### src/rtl/result_receiver.sv
// ============================================================================
// Module   : result_receiver
// Brief    : Captures the serialized systolic-array result stream, tags each
//            word with its (row, col) position and buffers it for a
//            valid/ready host port. Optional: RESULT_RECEIVER_CHECKSUM_EN.
// Revision : 1.0
// ============================================================================
`default_nettype none

module result_receiver #(
    parameter int N          = 3,
    parameter int M          = 3,
    parameter int DATA_W     = 32,
    parameter int FIFO_DEPTH = 4,
    localparam int RW        = (N > 1) ? $clog2(N) : 1,
    localparam int CW        = (M > 1) ? $clog2(M) : 1
) (
    input  logic              clk,
    input  logic              rst,
    input  logic              send,
    input  logic [DATA_W-1:0] ser_data,
    output logic              out_valid,
    input  logic              out_ready,
    output logic [DATA_W-1:0] out_data,
    output logic [RW-1:0]     out_row,
    output logic [CW-1:0]     out_col,
    output logic              out_last,
    output logic              busy,
    output logic              done,
    output logic              overflow,
`ifdef RESULT_RECEIVER_CHECKSUM_EN
    output logic [DATA_W-1:0] checksum,
`endif
    output logic              proto_err
);

    localparam int EW   = DATA_W + RW + CW + 1;
    localparam int PW   = $clog2(FIFO_DEPTH);
    localparam int CNTW = $clog2(FIFO_DEPTH + 1);

    localparam logic [RW-1:0]   ROW_LAST = RW'(N - 1);
    localparam logic [CW-1:0]   COL_LAST = CW'(M - 1);
    localparam logic [CNTW-1:0] CNT_FULL = CNTW'(FIFO_DEPTH);

    typedef enum logic [1:0] {
        S_IDLE  = 2'd0,
        S_RECV  = 2'd1,
        S_DRAIN = 2'd2
    } state_e;

    state_e          state_q, state_d;
    logic [RW-1:0]   row_q, row_d;
    logic [CW-1:0]   col_q, col_d;
    logic [PW-1:0]   wr_ptr_q, wr_ptr_d;
    logic [PW-1:0]   rd_ptr_q, rd_ptr_d;
    logic [CNTW-1:0] count_q, count_d;
    logic [EW-1:0]   mem_q [FIFO_DEPTH];
    logic [EW-1:0]   head_q, head_d;
    logic            out_valid_q, out_valid_d;
    logic            busy_q, busy_d;
    logic            done_q, done_d;
    logic            overflow_q, overflow_d;
    logic            proto_err_q, proto_err_d;

    logic            elem_last;
    logic            capture;
    logic            pop;
    logic            full;
    logic            push;
    logic [EW-1:0]   push_word;

`ifdef RESULT_RECEIVER_CHECKSUM_EN
    logic [DATA_W-1:0] checksum_q, checksum_d;
`endif

    always_comb begin
        elem_last = (row_q == ROW_LAST) && (col_q == COL_LAST);
        capture   = send && (state_q != S_DRAIN);
        pop       = out_valid_q && out_ready;
        full      = (count_q == CNT_FULL);
        push      = capture && (!full || pop);
        push_word = {ser_data, row_q, col_q, elem_last};

        state_d     = state_q;
        row_d       = row_q;
        col_d       = col_q;
        wr_ptr_d    = wr_ptr_q;
        rd_ptr_d    = rd_ptr_q;
        head_d      = head_q;
        done_d      = 1'b0;
        overflow_d  = overflow_q;
        proto_err_d = proto_err_q;
`ifdef RESULT_RECEIVER_CHECKSUM_EN
        checksum_d  = checksum_q;
`endif

        // Position counters track the stream even when a word is dropped.
        if (capture) begin
            if (col_q == COL_LAST) begin
                col_d = '0;
                row_d = elem_last ? '0 : row_q + 1'b1;
            end else begin
                col_d = col_q + 1'b1;
            end
        end

        if (push) wr_ptr_d = wr_ptr_q + 1'b1;
        if (pop)  rd_ptr_d = rd_ptr_q + 1'b1;
        count_d = count_q + CNTW'(push) - CNTW'(pop);
        if (capture && full && !pop) overflow_d = 1'b1;

        // The slot being written this edge becomes the head when it is the
        // only entry left after the pop.
        out_valid_d = (count_d != '0);
        if (out_valid_d) begin
            head_d = (push && (rd_ptr_d == wr_ptr_q)) ? push_word : mem_q[rd_ptr_d];
        end

        case (state_q)
            S_IDLE: begin
                if (send) begin
                    state_d = elem_last ? S_DRAIN : S_RECV;
`ifdef RESULT_RECEIVER_CHECKSUM_EN
                    checksum_d = ser_data;
`endif
                end
            end
            S_RECV: begin
                if (send) begin
                    if (elem_last) state_d = S_DRAIN;
`ifdef RESULT_RECEIVER_CHECKSUM_EN
                    checksum_d = checksum_q ^ ser_data;
`endif
                end
            end
            S_DRAIN: begin
                if (send) proto_err_d = 1'b1;
                if (count_d == '0) begin
                    state_d = S_IDLE;
                    done_d  = 1'b1;
                end
            end
            default: state_d = S_IDLE;
        endcase

        busy_d = (state_d != S_IDLE);
    end

    always_ff @(posedge clk) begin
        if (!rst) begin
            state_q     <= S_IDLE;
            row_q       <= '0;
            col_q       <= '0;
            wr_ptr_q    <= '0;
            rd_ptr_q    <= '0;
            count_q     <= '0;
            head_q      <= '0;
            out_valid_q <= 1'b0;
            busy_q      <= 1'b0;
            done_q      <= 1'b0;
            overflow_q  <= 1'b0;
            proto_err_q <= 1'b0;
`ifdef RESULT_RECEIVER_CHECKSUM_EN
            checksum_q  <= '0;
`endif
        end else begin
            state_q     <= state_d;
            row_q       <= row_d;
            col_q       <= col_d;
            wr_ptr_q    <= wr_ptr_d;
            rd_ptr_q    <= rd_ptr_d;
            count_q     <= count_d;
            head_q      <= head_d;
            out_valid_q <= out_valid_d;
            busy_q      <= busy_d;
            done_q      <= done_d;
            overflow_q  <= overflow_d;
            proto_err_q <= proto_err_d;
`ifdef RESULT_RECEIVER_CHECKSUM_EN
            checksum_q  <= checksum_d;
`endif
        end
    end

    always_ff @(posedge clk) begin
        if (push) mem_q[wr_ptr_q] <= push_word;
    end

    assign out_valid = out_valid_q;
    assign out_data  = head_q[EW-1 -: DATA_W];
    assign out_row   = head_q[RW+CW : CW+1];
    assign out_col   = head_q[CW : 1];
    assign out_last  = head_q[0];
    assign busy      = busy_q;
    assign done      = done_q;
    assign overflow  = overflow_q;
    assign proto_err = proto_err_q;
`ifdef RESULT_RECEIVER_CHECKSUM_EN
    assign checksum  = checksum_q;
`endif

endmodule

`default_nettype wire
### config.mk
export PLATFORM = sky130hd
export DESIGN_NAME = result_receiver
export DESIGN_NICKNAME = d
export VERILOG_FILES = /design/src/rtl/result_receiver.sv
export SDC_FILE = /design/constraint.sdc
export NUM_CORES = 1
export LEC_CHECK = 0
export ABC_CLOCK_PERIOD_IN_PS = 3050
export CAP_MARGIN = 20
export CORE_UTILIZATION = 44
export DETAILED_ROUTE_END_ITERATION = 8
export PLACE_DENSITY_LB_ADDON = 0.05
export SKIP_CTS_REPAIR_TIMING = 1
export SLEW_MARGIN = 20
export SYNTH_ARGS = -nofsm -noshare
export SYNTH_HDL_FRONTEND = slang
export SYNTH_SLANG_ARGS = --single-unit
### constraint.sdc
create_clock -name clk -period 3.05 [get_ports clk]
set_input_delay 0.4575 -clock clk [delete_from_list [all_inputs] [get_ports clk]]
set_output_delay 0.4575 -clock clk [all_outputs]
set_load 0.05 [all_outputs]
==> impl_metrics.json <==
{
  "p_switching_w": 0.00353,
  "hold_viol": 0,
  "internal_power_w": 0.00647,
  "synth_top_area_frac": 0.502,
  "tritoncts": "done",
  "drt_iter0_drc": 373,
  "wl_um": 22500,
  "synth_top_cell_by_area": "edfxtp_1",
  "antenna_found_initial": 1,
  "p_seq_frac": 0.367,
  "combPwrFrac": 0.364,
  "critPathKind": "reg -> reg",
  "grt_overflow": 0,
  "io_pins": 78,
  "seq_area_frac_synth": 0.627,
  "vias_per_cell": 5.91,
  "stdcell_count": 1074,
  "power_density_mw_per_mm2": 911,
  "wire_per_inst_um": 21.0,
  "relSlewSlack": 0.400,
  "max_freq_ghz": 0.342,
  "async_flop_share": 0,
  "multiInputGateArea_mm2": 0.00303,
  "ff_latch_area_mm2": 0.00556,
  "status": "finished, final reports clean",
  "area_growth_pct": 24.1,
  "die_h_um": 144,
  "nFillCells": 1659,
  "fin_worst_skew_ns": 0.0140,
  "p_leak_nw": 3.58,
  "grt_max_degree": 82,
  "synth_cell_type_count": 47,
  "r2r_slack_ns": 0.13,
  "cts-htree-levels": 1,
  "cp_max_fo": 7,
  "synth_edf_count": 148,
  "syn-num-nets": 757,
  "cts_buffers": 23,
  "synthFlopType": "edfxtp_1",
  "n_antenna_cell": 0,
  "slew_viol_final": 0,
  "period_needed_ns": 2.92,
  "setup_viol": 0,
  "numPortBuffers": 77,
  "grt_pass1_vias": 6354,
  "drt_first_pass_iters": 5,
  "clockBufferDepth": 3,
  "drive_above_1_share": 0.168,
  "hp-class": "reg -> reg",
  "dieArea_mm2": 0.0207,
  "finalCritPeriodShare": 0.957,
  "crit_arrival_ns": 3.29,
  "switching_share": 0.353,
  "utilization": 0.561,
  "start_util": 0.452,
  "fp.coreArea_mm2": 0.0196,
  "drtAntennaViolNets": 0,
  "syn_inst": 714,
  "syn_area_per_cell_um2": 12.4,
  "grtUsageTotal": 0.215,
  "ir_drop_mv": 0.777,
  "cts_root_buf": "clkbuf_16",
  "cts_sinks": 203,
  "nets": 837,
  "vias": 6352,
  "yosysWarnings": 0,
  "synth.area.top_cells": "edfxtp_1, dfxtp_1, mux2_2",
  "cp_data_required_time_ns": 3.42,
  "critPathLaunchType": "flop",
  "grt_first_pass_wirelength_um": 33900,
  "drc": 0,
  "ys_seq_elements": 203,
  "fp-row-count": 51,
  "tightestPinTransition_ns": 0.900,
  "critical_path.endpoint_type": "flop",
  "pwr-share-clk": 0.269,
  "worstSkewPairLatency_ns": 0.50,
  "placed_cells": 1026,
  "hpwl_um": 12400,
  "synth_area_mm2": 0.00885,
  "cap_violations": 0,
  "cts.clk_slew.worst_paths_ns": 0.06,
  "place_congestion": 0.777,
  "die_w_um": 144
}
-- layer usage --
layer / track usage / vias to the layer above / share of wire
li1: - / 2943 / -
met1: 0.283 / 3179 / 0.44
met2: 0.359 / 183 / 0.48
met3: 0.0383 / 47 / 0.057
met4: 0.0677 / 0 / 0.026
met5: 0 / - / 0
-- worst max-delay path, stage by stage (launching register included) --
cell       delay, ns
dfxtp_4         0.38
nand2_2         0.07
inv_2           0.07
nor3_4          0.05
nor2_4          0.09
inv_2           0.05
ha_1            0.26
inv_1           0.04
ha_1            0.18
fa_2            0.34
xnor3_2         0.27
o31ai_4         0.31
buf_4           0.17
inv_2           0.04
nand2b_4        0.20
clkbuf_16       0.20
o21ai_0         0.07
-- area by class of cell --
type / count / area share
flip-flops and latches: 203 / 0.506
multi-input cells: 441 / 0.276
repair buffers: 116 / 0.117
clock buffers: 31 / 0.0561
well taps: 265 / 0.0302
clock inverters: 9 / 0.0108
inverters: 9 / 0.00308
-- flip-flops by register name (all words and copies together) (netlist names) --
name,count
overflow,1
row_q,2
rd_ptr_q,2
proto_err,1
state_q,2
wr_ptr_q,2
head_q,37
out_valid,1
done,1
count_q,3
busy,1
col_q,2
mem_q,148
-- logic make-up after synthesis --
group | count (synthesis) | synth area share
and+or+nand+nor | 154 | 0.0987
xor gates and xnor gates | 4 | 0.00636
AOI/OAI and AO/OA | 238 | 0.173
muxes | 38 | 0.0482
adders and majority gates | 7 | 0.0107
buffers and inverters | 70 | 0.0368
DFF | 203 | 0.627
-- cell usage in the layout, fill, tap and decap left out, drive strengths merged, types with 5 or more instances in the layout --
| cell type | instances |
|---|---|
| o21ai | 111 |
| edfxtp | 148 |
| a22oi | 37 |
| and2 | 12 |
| nand2 | 47 |
| ha | 6 |
| dfxtp | 55 |
| o221ai | 37 |
| buf | 35 |
| nor3b | 37 |
| clkinv | 5 |
| clkdlybuf4s50 | 76 |
| o22ai | 38 |
| inv | 9 |
| nor3 | 39 |
| a21boi | 6 |
| mux2 | 37 |
| clkbuf | 35 |
-- power by group through the flow --
stage / sequential (W) / clock [W] / combinational, W
3_5_place_dp: 0.00371 / 0 / 0.00338
6_report: 0.00367 / 0.00269 / 0.00364
5_1_grt: 0.00370 / 0.00286 / 0.00392
3_3_place_gp: 0.00369 / 0 / 0.00332
2_1_floorplan: 0.00426 / 0 / 0.00160
4_1_cts: 0.00366 / 0.00276 / 0.00340
-- final timing paths --
check,start,endpoint,depth (start not counted)
min reg2reg,head_q[5],head_q[5],2
max,out_valid,head_q[34],16
min,head_q[5],head_q[5],2
max reg2reg,out_valid,head_q[34],16
-- cell usage after synthesis, types with 2 or more instances --
master	instances
a21oi_1	3
inv_1	7
and2_1	12
nand2_1	47
buf_2	8
o21ai_0	81
nor2b_1	2
dfxtp_1	55
xnor2_1	2
ha_1	6
mux2_2	37
clkbuf_1	38
or3_1	2
a21boi_0	6
a22oi_1	37
buf_4	8
o22ai_1	38
o221ai_1	37
buf_1	4
nand3b_1	3
inv_2	2
buf_6	3
nor3_1	38
nor3b_1	37
nand2b_1	3
edfxtp_1	148
o21ai_1	30
-- stage by stage --
step / instance area [µm²] / total power (W) / worst slack [ns] / TNS, ns / hold WS [ns]
2_1_floorplan: 8850 / 0.00586 / 0.0731 / 0 / 0.431
3_3_place_gp: 10100 / 0.00701 / -0.247 / -8.25 / 0.446
3_5_place_dp: 10100 / 0.00709 / -0.349 / -11.79 / 0.460
4_1_cts: 10800 / 0.00981 / 0.147 / 0 / 0.468
5_1_grt: 11000 / 0.0105 / -0.0169 / -0.0891 / 0.513
6_report: 11000 / 0.0100 / 0.130 / 0 / 0.482
Power figures use the tool's default switching activity.
